`config.mk`:
```
export PLATFORM = sky130hd
export DESIGN_NAME = uart_rx_fifo_flat
export DESIGN_NICKNAME = d
export VERILOG_FILES = /design/src/rtl/uart_rx_fifo_if.sv /design/src/rtl/uart_rx_fifo.sv /design/src/flat_wrapper.sv
export SDC_FILE = /design/constraint.sdc
export NUM_CORES = 1
export LEC_CHECK = 0
export BUFFER_PORTS_ARGS = -buffer_cell sky130_fd_sc_hd__buf_4
export CELL_PAD_IN_SITES_DETAIL_PLACEMENT = 1
export CELL_PAD_IN_SITES_GLOBAL_PLACEMENT = 2
export CORE_MARGIN = 2
export CORE_UTILIZATION = 52
export CTS_BUF_LIST = sky130_fd_sc_hd__clkbuf_4
export CTS_CLUSTER_SIZE = 14
export DETAILED_ROUTE_END_ITERATION = 16
export GPL_TIMING_DRIVEN = 0
export PLACE_DENSITY_LB_ADDON = 0.08
export SYNTH_ARGS = -nofsm -noshare
export SYNTH_HDL_FRONTEND = slang
export SYNTH_SLANG_ARGS = --single-unit
```
`constraint.sdc`:
```
create_clock -name clk -period 5.4 [get_ports clk]
set_input_delay 1.08 -clock clk [delete_from_list [all_inputs] [get_ports clk]]
set_output_delay 1.08 -clock clk [all_outputs]
set_load 0.01 [all_outputs]
```
`src/rtl/uart_rx_fifo_if.sv`:
```
// uart_rx_fifo_if -- bundles the receiver-side write strobe, the CPU-side pop
// handshake and the status outputs of uart_rx_fifo.
//   master : drives rx_end/rx_data/flush/rd_req/ovf_clr, observes status/data
//   slave  : the FIFO itself
//   ADDR_W : pointer width; count is ADDR_W+1 bits wide (0..DEPTH)
interface uart_rx_fifo_if #(
  parameter int unsigned ADDR_W = 4
);
  logic              rx_end;
  logic [7:0]        rx_data;
  logic              flush;
  logic              rd_req;
  logic              ovf_clr;
  logic [7:0]        rd_data;
  logic              rd_valid;
  logic              empty;
  logic              full;
  logic [ADDR_W:0]   count;
  logic              ovf;
  logic              irq;

  modport master (
    output rx_end, rx_data, flush, rd_req, ovf_clr,
    input  rd_data, rd_valid, empty, full, count, ovf, irq
  );

  modport slave (
    input  rx_end, rx_data, flush, rd_req, ovf_clr,
    output rd_data, rd_valid, empty, full, count, ovf, irq
  );
endinterface

```
`src/rtl/uart_rx_fifo.sv`:
```
// uart_rx_fifo -- circular byte FIFO between a UART receiver and CPU bus logic.
// Captures rx_data on each rx_end strobe, pops one byte per accepted rd_req
// into a registered rd_data with a one-cycle rd_valid pulse, and reports
// occupancy, a sticky overflow flag and a level interrupt.
//   clk   : rising-edge clock
//   reset : asynchronous, active-high
//   bus   : uart_rx_fifo_if.slave (write strobe, pop handshake, status)
module uart_rx_fifo #(
  parameter int unsigned DEPTH     = 16,
  parameter int unsigned ADDR_W    = 4,
  parameter int unsigned IRQ_LEVEL = 1
) (
  input  logic            clk,
  input  logic            reset,
  uart_rx_fifo_if.slave   bus
);

  localparam logic [ADDR_W:0] FULL_CNT = (ADDR_W+1)'(DEPTH);
  localparam logic [ADDR_W:0] IRQ_CNT  = (ADDR_W+1)'(IRQ_LEVEL);

  logic [7:0]        mem_q [DEPTH];
  logic [ADDR_W-1:0] wr_ptr_q, wr_ptr_d;
  logic [ADDR_W-1:0] rd_ptr_q, rd_ptr_d;
  logic [ADDR_W:0]   count_q, count_d;
  logic [7:0]        rd_data_q, rd_data_d;
  logic              rd_valid_q, rd_valid_d;
  logic              ovf_q, ovf_d;

  logic              empty, full;
  logic              wr_acc, rd_acc, ovf_evt;

  // Status derives only from registers so it is glitch-free.
  assign empty = (count_q == '0);
  assign full  = (count_q == FULL_CNT);

  // A read on a full FIFO frees the slot the concurrent write needs, so the
  // write is accepted and no overflow is flagged. Flush masks both sides.
  assign rd_acc  = bus.rd_req & ~bus.flush & ~empty;
  assign wr_acc  = bus.rx_end & ~bus.flush & (~full | rd_acc);
  assign ovf_evt = bus.rx_end & ~bus.flush & full & ~rd_acc;

  always_comb begin
    wr_ptr_d   = wr_ptr_q;
    rd_ptr_d   = rd_ptr_q;
    count_d    = count_q;
    rd_data_d  = rd_data_q;
    rd_valid_d = rd_acc;
    // A same-cycle overflow beats ovf_clr.
    ovf_d      = ovf_evt | (ovf_q & ~bus.ovf_clr);

    if (bus.flush) begin
      wr_ptr_d = '0;
      rd_ptr_d = '0;
      count_d  = '0;
    end else begin
      if (wr_acc) wr_ptr_d = wr_ptr_q + ADDR_W'(1);
      if (rd_acc) begin
        rd_ptr_d  = rd_ptr_q + ADDR_W'(1);
        rd_data_d = mem_q[rd_ptr_q];
      end
      unique case ({wr_acc, rd_acc})
        2'b10:   count_d = count_q + (ADDR_W+1)'(1);
        2'b01:   count_d = count_q - (ADDR_W+1)'(1);
        default: count_d = count_q;
      endcase
    end
  end

  always_ff @(posedge clk or posedge reset) begin
    if (reset) begin
      wr_ptr_q   <= '0;
      rd_ptr_q   <= '0;
      count_q    <= '0;
      rd_data_q  <= '0;
      rd_valid_q <= 1'b0;
      ovf_q      <= 1'b0;
    end else begin
      wr_ptr_q   <= wr_ptr_d;
      rd_ptr_q   <= rd_ptr_d;
      count_q    <= count_d;
      rd_data_q  <= rd_data_d;
      rd_valid_q <= rd_valid_d;
      ovf_q      <= ovf_d;
    end
  end

  // Storage is deliberately not reset; the read above sees the pre-edge value
  // even when write and read hit the same slot (full + simultaneous access).
  always_ff @(posedge clk) begin
    if (wr_acc) mem_q[wr_ptr_q] <= bus.rx_data;
  end

  assign bus.rd_data  = rd_data_q;
  assign bus.rd_valid = rd_valid_q;
  assign bus.empty    = empty;
  assign bus.full     = full;
  assign bus.count    = count_q;
  assign bus.ovf      = ovf_q;
  assign bus.irq      = (count_q >= IRQ_CNT) | ovf_q;

endmodule

```
`src/flat_wrapper.sv`:
```
// flat-port wrapper written by rule: the top's interface ports become plain ports
module uart_rx_fifo_flat 
#(
  parameter int unsigned DEPTH     = 16,
  parameter int unsigned ADDR_W    = 4,
  parameter int unsigned IRQ_LEVEL = 1
)
  (clk, reset, bus_rx_end, bus_rx_data, bus_flush, bus_rd_req, bus_ovf_clr, bus_rd_data, bus_rd_valid, bus_empty, bus_full, bus_count, bus_ovf, bus_irq);
  uart_rx_fifo_if #(.ADDR_W(ADDR_W)) bus_i ();
  input  logic clk;
  input  logic reset;
  input wire logic [$bits(bus_i.rx_end)-1:0] bus_rx_end;
  input wire logic [$bits(bus_i.rx_data)-1:0] bus_rx_data;
  input wire logic [$bits(bus_i.flush)-1:0] bus_flush;
  input wire logic [$bits(bus_i.rd_req)-1:0] bus_rd_req;
  input wire logic [$bits(bus_i.ovf_clr)-1:0] bus_ovf_clr;
  output wire logic [$bits(bus_i.rd_data)-1:0] bus_rd_data;
  output wire logic [$bits(bus_i.rd_valid)-1:0] bus_rd_valid;
  output wire logic [$bits(bus_i.empty)-1:0] bus_empty;
  output wire logic [$bits(bus_i.full)-1:0] bus_full;
  output wire logic [$bits(bus_i.count)-1:0] bus_count;
  output wire logic [$bits(bus_i.ovf)-1:0] bus_ovf;
  output wire logic [$bits(bus_i.irq)-1:0] bus_irq;
  assign bus_i.rx_end = bus_rx_end;
  assign bus_i.rx_data = bus_rx_data;
  assign bus_i.flush = bus_flush;
  assign bus_i.rd_req = bus_rd_req;
  assign bus_i.ovf_clr = bus_ovf_clr;
  assign bus_rd_data = bus_i.rd_data;
  assign bus_rd_valid = bus_i.rd_valid;
  assign bus_empty = bus_i.empty;
  assign bus_full = bus_i.full;
  assign bus_count = bus_i.count;
  assign bus_ovf = bus_i.ovf;
  assign bus_irq = bus_i.irq;
  uart_rx_fifo #(.DEPTH(DEPTH), .ADDR_W(ADDR_W), .IRQ_LEVEL(IRQ_LEVEL)) u_core (.clk(clk), .reset(reset), .bus(bus_i));
endmodule
```
# --- Word-level counts from Yosys, hierarchy flattened ---
# Memories as Yosys holds them, arrays and structs flattened. A register that Yosys moved wholly into a read port is not among the register bits.
# Index checks and enable logic that the tools add are counted.
totals:
  regBits: 15
  ram_bits: 128
  inputBits: 14
  output_inout_bits: 18
  word_cells: 42
  n_memories: 1
mem_list:
  columns: ["name", "words", "word_bits", "read_ports", "rd_clocked_by_memory_dff", "write_ports", "line_no", "rtl"]
  rows:
  - ["u_core.mem_q", 16, 8, 1, 1, 1, "uart_rx_fifo.sv:21", "logic [7:0] mem_q [DEPTH];"]
classes:
  add_sub_neg: 4
  magnitude_cmp: 1
  eq_ne: 3
  muxes: 8
  bitwise_logic: 15
  n_reduce_logical: 5
ops:
  columns: ["operator", "count"]
  rows:
  - ["2-to-1 mux 4 bit", 4]
  - ["one-hot mux 5 bit (2 select lines)", 1]
  - ["adder 4 x 1 -> 4 bit, second input constant", 2]
  - ["AND 1 bit", 7]
  - ["adder 5 x 1 -> 5 bit, second input constant", 1]
  - ["equality test 5 bit, second input constant", 1]
  - ["greater-or-equal comparator 5 x 1 -> 1 bit, second input constant", 1]
  - ["logical NOT 5 bit", 1]
  - ["2-to-1 mux 5 bit", 1]
  - ["inverter 1 bit", 5]
  - ["subtractor 5 x 1 -> 5 bit, second input constant", 1]
  - ["nonzero test 2 bit", 2]
  - ["bitwise OR 1 bit", 3]
  - ["nonzero test 3 bit", 1]
  - ["equality test 2 x 1 -> 1 bit, second input constant", 1]
  - ["equality test 2 bit, second input constant", 1]
  - ["2-to-1 mux 1 bit", 2]
  - ["AND reduction 2 bit", 1]

# --- Longest topological paths before layout ---
# Gate-level depths: netlist of run 1.
depth:
  ltp_word: 8
  ltp_mapped: 8
  depth_no_buf: 7

# --- Worst setup path after synthesis of run 1 ---
# Ideal clock, no wire load.
synth_timing:
  path_type: "input to register"
  start: "in bus_rd_req"
  end: "mem u_core.mem_q[10][0] (enable)"
  setup_ns: 0.332
  arrival_time_ns: 2.203
  required_time_ns: 5.068
  setup_slack_ns: 2.865
  stages: 5
  path_buffers: 1
  path_cell_list: "buf_2 -> nand2b_1 -> nor2_1 -> nor4b_1 -> and2_1"
synth_via:
  elab_chain_cells: 6
synth_lines:
  columns: ["item", "line_no", "rtl"]
  rows:
  - ["from (decl)", "flat_wrapper.sv:15", "input wire logic [$bits(bus_i.rd_req)-1:0] bus_rd_req;"]
  - ["AND 1 bit (2 in a row)", "uart_rx_fifo.sv:38", "assign rd_acc = bus.rd_req & ~bus.flush & ~empty;"]
  - ["bitwise OR 1 bit", "uart_rx_fifo.sv:39", "assign wr_acc = bus.rx_end & ~bus.flush & (~full | rd_acc);"]
  - ["AND 1 bit", "uart_rx_fifo.sv:39", null]
  - ["2-to-1 mux 1 bit", "uart_rx_fifo.sv:90", "if (wr_acc) mem_q[wr_ptr_q] <= bus.rx_data;"]
  - ["2-to-1 mux 1 bit (implied by the code)", "uart_rx_fifo.sv:90", null]
  - ["to (decl)", "uart_rx_fifo.sv:21", null]
# Every way passes these cells.

# --- Worst setup path in the final report of run 1 ---
layout_timing:
  start: "reg u_core.count_q[1], in the netlist u_core.bus.count[1]"
  end: "out bus_empty"
layout_via:
  elab_chain_cells: 1
layout_lines:
  columns: ["item", "line_no", "rtl"]
  rows:
  - ["from (decl)", "uart_rx_fifo.sv:24", "logic [ADDR_W:0] count_q, count_d;"]
  - ["from (signal assigned)", "uart_rx_fifo.sv:80", "count_q <= count_d;"]
  - ["logical NOT 5 bit", "uart_rx_fifo.sv:33", "assign empty = (count_q == '0);"]
  - ["to (decl)", "flat_wrapper.sv:19", "output wire logic [$bits(bus_i.empty)-1:0] bus_empty;"]
# Every way passes these cells.

==> flow_metrics.tcl, run 1 <==
set metrics [dict create \
    outcome "complete, no violations" \
    cp_max_fo 8 \
    required_ns 4.32 \
    post_drt_wl_per_cell_um 24.2 \
    synthToLayoutAreaGrowth_pct 10.3 \
    final_nets 427 \
    hold_start "u_core.bus.rd_data[0]" \
    skew_ns 0.0160 \
    setup_viol 0 \
    overflow 0 \
    grt_max_degree 24 \
    fin_crit_ns 3.24 \
    synthCells 357 \
    max_slew_margin 0.351 \
    rows 40 \
    num-fill-cells 1101 \
    grt_pass1_vias 3533 \
    crit_start "u_core.bus.count[1]" \
    cpMaxStageDelayCell "dfrtp_1" \
    route.vias.total 3371 \
    core_area_um2 12000 \
    cts_resized 0 \
    globalplace.congestion 0.742 \
    yosys.area.top_type "edfxtp_1" \
    ys_ff_latch 151 \
    postRouteAntennaNets 0 \
    synth-edff-count 128 \
    drt_wl_total_um 13700 \
    clkSinkCount 151 \
    avgSynthCellArea_um2 17.7 \
    rsz0062_at_grt "false" \
    synthTopCellsByCount "edfxtp_1 (128), mux4_2 (32), dfrtp_1 (23)" \
    dieArea_um2 13100 \
    ioPinCount 32 \
    finalCritPeriodShare 0.600 \
    htree_levels 4 \
    cp_num_buf_inv 4 \
    worst_ir_drop_vdd_uv 188 \
    portBuffers 28 \
    cp_slowest_stage_delay_ns 0.46 \
    die_x_um 114 \
    cts_buffers 17 \
    r2r_cells 7 \
    tns_ns 0 \
    hpwl_um 9460 \
    clkTransAtPathRegs_ns 0.12 \
    cap_violations 0 \
    viasPerCell 5.97 \
    synthTopCellsByArea "edfxtp_1 (61%), mux4_2 (11%), dfrtp_1 (9.1%), ha_1 (1.8%), mux2i_1 (1.3%)" \
    path_cells "inv_1 > ha_1 > or4b_1 > buf_2 > inv_2 > buf_4" \
    ctsRootBufferMaster "clkbuf_4" \
    start_util 0.529 \
    worstPathArrival_ns 2.16 \
    min_path_cells 1 \
    synthArstFlopShare 0.152 \
    fmax_ghz 0.308 \
    hold_viol_final 0 \
    drtIter0Drc 222 \
    ys_types 52 \
    cts_tree "done" \
    critPathLaunchType "flop" \
    drcViolationCount 0 \
    cellPowerDensity_nw_per_um2 366 \
    rr_startpoint "u_core.bus.count[0]" \
    critPathCaptureType "output port" \
    leakagePower_nw 2.44 \
    dr.pass1.iters 4 \
    syn_nets 380 \
    crit_type "flop to output port" \
    crit_family "buffers and inverters" \
    grt_pass1_wl_um 21200 \
    cts_buffer_depth 2 \
    die_y_um 114 \
    ys.flop_type "edfxtp_1" \
    hold_path.class "flop to flop" \
    drv_slew 0 \
    pre_cts_slack_ns 2.17 \
    worstSetupPathDepth 6 \
    netlist_area_um2 6330 \
    antenna_found_initial 1 \
    drive_gt1_frac 0.276 \
    r2r_slack_ns 2.57 \
    synth_most_common_cell "edfxtp_1" \
    synth.top_cell.area_share 0.607 \
    setup_ws_ns 2.16 \
    holdWs_ns 0.493 \
    final_util 0.584 \
    yosysWarnings 0 \
    clk_latency_ns 0.53 \
    grt_use_total 0.231 \
    ys_seq_area_frac 0.698 \
    worst_pin_slew_ns 0.972 \
    cts_hold_buf 0 \
    postCtsSetupRepairBufs 0 \
]
-- per-stage QoR --
step                cells  total power [mW]  cell area (um2)
floorplan             357              1.74             6330
global placement      532              1.93             6720
detailed placement    532              1.95             6720
CTS                   564              2.58             6980
global route          565              2.67             6980
finish                565              2.56             6980
-- worst paths after layout --
kind	to
worst max-delay path	bus_empty
worst min-delay path	u_core.bus.rd_data[0]
worst max register to register	u_core.mem_q[11][0]
worst min register to register	u_core.bus.rd_data[0]
max in group asynchronous	u_core.wr_ptr_q[0]
min in group asynchronous	u_core.bus.count[2]
-- state kept, by name (all words and copies together) (netlist names) --
signal,cells
u_core.rd_ptr_q,4
u_core.mem_q,128
u_core.bus.ovf,1
u_core.wr_ptr_q,4
u_core.bus.count,5
u_core.bus.rd_data,8
u_core.bus.rd_valid,1
-- report_power, final --
group	switching, mW	internal, mW
Sequential	0.0373	1.31
Clock	0.371	0.274
Combinational	0.294	0.269
Total	0.703	1.85
-- per-layer routing --
metal | track usage | vias up | part of all wire
met5 | 0 | - | 0
met3 | 0.0413 | 15 | 0.049
met4 | 0.0683 | 0 | 0.012
met1 | 0.335 | 1780 | 0.45
met2 | 0.363 | 68 | 0.49
li1 | - | 1508 | -
-- placed cells by master, fill, tap and decap left out, types with 9 or more instances in the layout --
| cell | Yosys | routed |
|---|---|---|
| nand2_1 | 9 | 9 |
| edfxtp_1 | 128 | 128 |
| clkbuf_4 | 0 | 19 |
| inv_1 | 14 | 14 |
| mux4_2 | 32 | 32 |
| and2_1 | 12 | 12 |
| dfrtp_1 | 23 | 23 |
| nor2_1 | 18 | 18 |
| ha_1 | 9 | 9 |
| buf_4 | 3 | 31 |
-- cell families (layout without fill, tap and decap cells) --
group | after synthesis | after routing | share of synthesized area
xor gates and xnor gates | 8 | 8 | 0.0111
buffers and inverters | 34 | 94 | 0.0295
AOI/OAI and AO/OA | 40 | 40 | 0.0466
muxes | 43 | 43 | 0.134
other | 0 | 1 | 0
adders and majority gates | 9 | 9 | 0.0178
and+or+nand+nor | 72 | 72 | 0.0627
DFF | 151 | 151 | 0.698
-- cell type report --
type	count	area (um2)	area share
multi-input cells	172	1720	0.247
clock inverters	13	114	0.0163
flip-flops and latches	151	4420	0.633
plain buffers	19	130	0.0186
diodes	1	2.50	0.000358
clock buffers	19	143	0.0204
well taps	147	184	0.0263
inverters	15	56.3	0.00806
repair buffers	28	210	0.0301
-- worst register-to-register path, delay by kind of cell, from the launching register on --
family / cells / cell delay [ns]
DFF: 1 / 0.51
and+or+nand+nor: 4 / 1.49
buffers and inverters: 2 / 0.24
adders and majority gates: 1 / 0.24
Power figures use the tool's default switching activity.
==> run 2: changes to the inputs <==
--- a/config.mk
+++ b/config.mk
@@ -9,7 +9,7 @@
 export CELL_PAD_IN_SITES_DETAIL_PLACEMENT = 1
 export CELL_PAD_IN_SITES_GLOBAL_PLACEMENT = 2
 export CORE_MARGIN = 2
-export CORE_UTILIZATION = 52
+export CORE_UTILIZATION = 44
 export CTS_BUF_LIST = sky130_fd_sc_hd__clkbuf_4
 export CTS_CLUSTER_SIZE = 14
 export DETAILED_ROUTE_END_ITERATION = 16
==> constraint.sdc (replaced) <==
create_clock -name clk -period 2.9 [get_ports clk]
set_input_delay 0.58 -clock clk [delete_from_list [all_inputs] [get_ports clk]]
set_output_delay 0.58 -clock clk [all_outputs]
set_load 0.01 [all_outputs]
==> run 2 against run 1 <==
Core utilization fell by 7.9 points. Non-clock buffer count did not move. Clock skew rose by 0.0029 ns. Via count fell by 1.5%. Total power rose by 91%. Critical endpoint unchanged. Largest power group unchanged. Highest routed layer unchanged.
==> flow_metrics.tcl, run 2 (synthesized netlist as in run 1, its figures left out) <==
set metrics [dict create \
    cts_buffer_depth 2 \
    critPathCaptureType "output port" \
    regMostFlops "u_core.mem_q" \
    outcome "complete, no violations" \
    crit_start "u_core.bus.count[0]" \
    ioPinCount 32 \
    rr_startpoint "u_core.bus.count[0]" \
    hold_viol_final 0 \
    cp_num_buf_inv 4 \
    gr-usage-met1 0.281 \
    grt_pass1_wl_um 20900 \
    drv_slew 0 \
    drtIter0Drc 198 \
    setup_ws_ns 0.142 \
    antenna_found_initial 1 \
    fmax_ghz 0.363 \
    dp.cells 565 \
    ctsRootBufferMaster "clkbuf_4" \
    cp_slowest_stage_delay_ns 0.49 \
    grt_pass1_vias 3440 \
    synthToLayoutAreaGrowth_pct 11.6 \
    worst_pin_slew_ns 0.998 \
    globalplace.congestion 0.766 \
    hold_start "bus_ovf_clr" \
    power.total_mw 4.90 \
    pre_cts_slack_ns 0.164 \
    worst_ir_drop_vdd_uv 386 \
    r2r_slack_ns 0.32 \
    gr-usage-met2 0.293 \
    holdWs_ns 0.198 \
    finalCritPeriodShare 0.951 \
    fin_crit_ns 2.76 \
    stdcell_count 597 \
    die_x_um 124 \
    layout.cells.most_common "edfxtp_1" \
    rows 43 \
    cpMaxStageDelayCell "dfrtp_2" \
    hpwl_um 9170 \
    final_nets 427 \
    overflow 0 \
    clkSinkCount 151 \
    final_util 0.505 \
    core_area_um2 14000 \
    cellPowerDensity_nw_per_um2 693 \
    r2r_end "u_core.mem_q[12][6]" \
    dr.pass1.iters 4 \
    grt_max_degree 24 \
    grt.busiest_layer "met2" \
    min_path_cells 2 \
    crit_family "buffers and inverters" \
    start_util 0.453 \
    largest_reg_flops 128 \
    grt_use_total 0.199 \
    cts_tree "done" \
    setup_viol 0 \
    layout_common_cells "edfxtp_1 (128), mux4_2 (32), buf_4 (31)" \
    critPathLaunchType "flop" \
    viasPerCell 5.56 \
    cts_hold_buf 0 \
    cts_buffers 17 \
    postRouteAntennaNets 0 \
    worstPathArrival_ns 2.18 \
    htree_levels 4 \
    die_y_um 124 \
    r2r_cells 7 \
    drt_wl_total_um 13800 \
    route.vias.total 3320 \
    max_slew_margin 0.334 \
    clkTransAtPathRegs_ns 0.11 \
    path_cells "inv_1 > ha_2 > or4b_1 > buf_2 > inv_2 > buf_4" \
    skew_ns 0.0189 \
    tns_ns 0 \
    place_area_um2 6770 \
    min_delay_worst_endpoint "u_core.bus.ovf" \
    hold_path.class "input port to flop" \
    crit_type "flop to output port" \
    clk_latency_ns 0.58 \
    grtUsageMet3 0.0485 \
    post_drt_wl_per_cell_um 23.1 \
    required_ns 2.32 \
    cp_max_fo 8 \
    portBuffers 28 \
    dieArea_um2 15400 \
    rsz0062_at_grt "false" \
    leakagePower_nw 2.44 \
    final_cell_area_um2 7070 \
    drcViolationCount 0 \
    cap_violations 0 \
    drive_gt1_frac 0.291 \
]
run 2: changes by cell type in the layout (fill, tap and decap cells not counted), sizes merged:
| cell | before | now |
|---|---|---|
| clkbuf | 20 | 18 |
| inv | 15 | 16 |
| clkinv | 10 | 9 |
| bufinv | 2 | 3 |
run 2: routing by layer:
metal | part of all wire | up-vias
met5 | 0 | -
met4 | 0.019 | 0
met3 | 0.039 | 20
met2 | 0.47 | 72
met1 | 0.47 | 1721
li1 | - | 1507
run 2: worst register-to-register path: cells and delay by family, from the launching register on:
family | cells | cell delay, ns
flops | 1 | 0.47
buf+inv | 2 | 0.23
fa+ha+maj | 1 | 0.21
simple gates | 4 | 1.32
run 2: area by class of cell:
class	count	area, um2
Inverter	15	56.3
Buffer	19	130
Timing Repair Buffer	28	210
Multi-Input combinational cell	172	1730
Clock inverter	14	158
Antenna cell	1	2.50
Clock buffer	17	128
Tap cell	180	225
Fill cell	1316	6920
Sequential cell	151	4420
run 2: worst max-delay path by stage:
stage                               end  cells after the start
finish                        bus_empty                      6
global route                  bus_empty                      6
CTS                           bus_empty                      6
detailed placement  u_core.mem_q[15][3]                      7
global placement     u_core.mem_q[5][5]                      7
floorplan           u_core.mem_q[10][0]                      7
run 2: power by group:
group          switching (mW)  internal (mW)  total (mW)
clock                   0.754          0.584        1.34
sequential             0.0730           2.44        2.52
combinational           0.539          0.501        1.04
total                    1.37           3.53        4.90
run 2: timing repair:
action / 4_1_cts / 5_1_grt
hold endpoints to repair: 0 / 0
resized for setup: 0 / 8
endpoints found under the setup margin: 0 / 49
setup buffers: 0 / 0
==> run 3: changes to the inputs <==
--- a/config.mk
+++ b/config.mk
@@ -7,11 +7,10 @@
 export LEC_CHECK = 0
 export BUFFER_PORTS_ARGS = -buffer_cell sky130_fd_sc_hd__buf_4
 export CELL_PAD_IN_SITES_DETAIL_PLACEMENT = 1
-export CELL_PAD_IN_SITES_GLOBAL_PLACEMENT = 2
+export CELL_PAD_IN_SITES_GLOBAL_PLACEMENT = 1
 export CORE_MARGIN = 2
-export CORE_UTILIZATION = 44
+export CORE_UTILIZATION = 49
 export CTS_BUF_LIST = sky130_fd_sc_hd__clkbuf_4
-export CTS_CLUSTER_SIZE = 14
 export DETAILED_ROUTE_END_ITERATION = 16
 export GPL_TIMING_DRIVEN = 0
 export PLACE_DENSITY_LB_ADDON = 0.08
==> run 3 against run 2 <==
Fmax increased by 0.12%. Largest power group unchanged. Global-route usage is 1.8 points higher. Register-to-register slack got worse by 0.04 ns. Cell count down 1.3%. Largest cell class unchanged. First-iteration DRC count fell by 11%. Die area decreased by 9.9%. Sequential power hardly changed. Combinational power about the same. Critical endpoint unchanged.
==> flow_metrics.tcl, run 3 (synthesized netlist as in run 1, its figures left out) <==
set metrics [dict create \
    cpMaxStageDelayCell "dfrtp_1" \
    drtIter0Drc 176 \
    drive_gt1_frac 0.288 \
    hold_viol_final 0 \
    final_util 0.561 \
    portBuffers 28 \
    post_drt_wl_per_cell_um 23.2 \
    dieArea_um2 13800 \
    route.vias.total 3317 \
    cts_buffers 17 \
    cp_num_buf_inv 4 \
    setup_viol 0 \
    dp.cells 557 \
    diodes 0 \
    final_nets 427 \
    hold_path.class "input port to flop" \
    skew_ns 0.0229 \
    grt_pass1_wl_um 21700 \
    leakagePower_nw 2.46 \
    crit_type "flop to output port" \
    grt_use_total 0.217 \
    worstPathArrival_ns 2.17 \
    drt_wl_total_um 13700 \
    critPathCaptureType "output port" \
    clk_latency_ns 0.53 \
    die_x_um 118 \
    stdcell_count 589 \
    cp_max_fo 8 \
    drv_slew 0 \
    layout.cells.most_common "edfxtp_1" \
    cap_violations 0 \
    die_y_um 118 \
    antenna_found_initial 0 \
    holdWs_ns 0.218 \
    worst_pin_slew_ns 0.945 \
    viasPerCell 5.63 \
    worst_ir_drop_vdd_uv 550 \
    rows 41 \
    cts_tree "done" \
    required_ns 2.32 \
    cts_hold_buf 0 \
    cp_slowest_stage_delay_ns 0.44 \
    regMostFlops "u_core.mem_q" \
    postRouteAntennaNets 0 \
    grt_pass1_vias 3623 \
    dr.pass1.iters 4 \
    path_cells "inv_1 > ha_2 > or4b_1 > buf_2 > inv_2 > buf_4" \
    ctsRootBufferMaster "clkbuf_4" \
    largest_reg_flops 128 \
    hpwl_um 9270 \
    outcome "complete, no violations" \
    clkTransAtPathRegs_ns 0.13 \
    start_util 0.502 \
    critPathLaunchType "flop" \
    synthToLayoutAreaGrowth_pct 11.8 \
    grt_max_degree 24 \
    globalplace.congestion 0.778 \
    clkSinkCount 151 \
    cellPowerDensity_nw_per_um2 699 \
    cts_buffer_depth 2 \
    fin_crit_ns 2.75 \
    finalCritPeriodShare 0.950 \
    drcViolationCount 0 \
    ioPinCount 32 \
    overflow 0 \
    layout_common_cells "edfxtp_1 (128), mux4_2 (32), buf_4 (31)" \
    core_area_um2 12600 \
    max_slew_margin 0.368 \
    htree_levels 4 \
    fmax_ghz 0.363 \
    crit_family "buffers and inverters" \
]
run 3: stage by stage:
stage,TNS [ns],total power [mW],area (um2),setup slack [ns]
after floorplan,0,3.24,6330,0.730
after global placement,0,3.58,6760,0.236
after detailed placement,0,3.61,6760,0.158
after CTS,0,5.00,7060,0.0528
after global routing,-0.000607,5.17,7070,-0.000607
final,0,4.94,7070,0.146
run 3: repair_timing:
| action | in CTS | in global routing |
|---|---|---|
| setup endpoints to repair | 0 | 41 |
| resized for setup | 0 | 7 |
| buffers inserted | 0 | 0 |
| hold endpoints to repair | 0 | 0 |
run 3: path summary, 6_finish.rpt:
kind                                        from                     to  slack [ns]  cells past startpoint
min                                  bus_ovf_clr         u_core.bus.ovf        0.22                      2
min in group asynchronous                  reset         u_core.bus.ovf        0.25                      2
min reg2reg                u_core.bus.rd_data[3]  u_core.bus.rd_data[3]        0.49                      1
max reg2reg                  u_core.bus.count[0]    u_core.mem_q[15][7]        0.28                      7
max in group asynchronous                  reset    u_core.bus.count[0]        1.98                      2
max                          u_core.bus.count[1]              bus_empty        0.15                      6
run 3: worst reg2reg max path, cell delays in order, from the launching register on:
cell       delay (ns)
dfrtp_2          0.46
inv_1            0.09
ha_2             0.22
or3b_1           0.21
buf_6            0.14
nor2_1           0.08
nand4bb_1        0.28
nor2_1           0.77
run 3: where the power goes:
part | leakage [nW] | internal [mW] | switching, mW
registers | 1.46 | 2.44 | 0.0696
clock network | 0.168 | 0.699 | 0.695
logic | 0.836 | 0.500 | 0.535
total | 2.46 | 3.64 | 1.30
run 3: final cells by class:
cell class | instances | area, um2
well taps | 172 | 215
clock buffers | 20 | 150
fillers | 1197 | 5550
plain buffers | 19 | 130
inverters | 15 | 56.3
flip-flops and latches | 151 | 4420
clock inverters | 12 | 158
repair buffers | 28 | 210
multi-input cells | 172 | 1730
run 3: metal layers:
layer / track usage / part of all wire / up-vias
met2: 0.346 / 0.49 / 74
met3: 0.0577 / 0.064 / 17
li1: - / - / 1505
met4: 0.0572 / 0.016 / 0
met1: 0.298 / 0.43 / 1721
met5: 0 / 0 / -
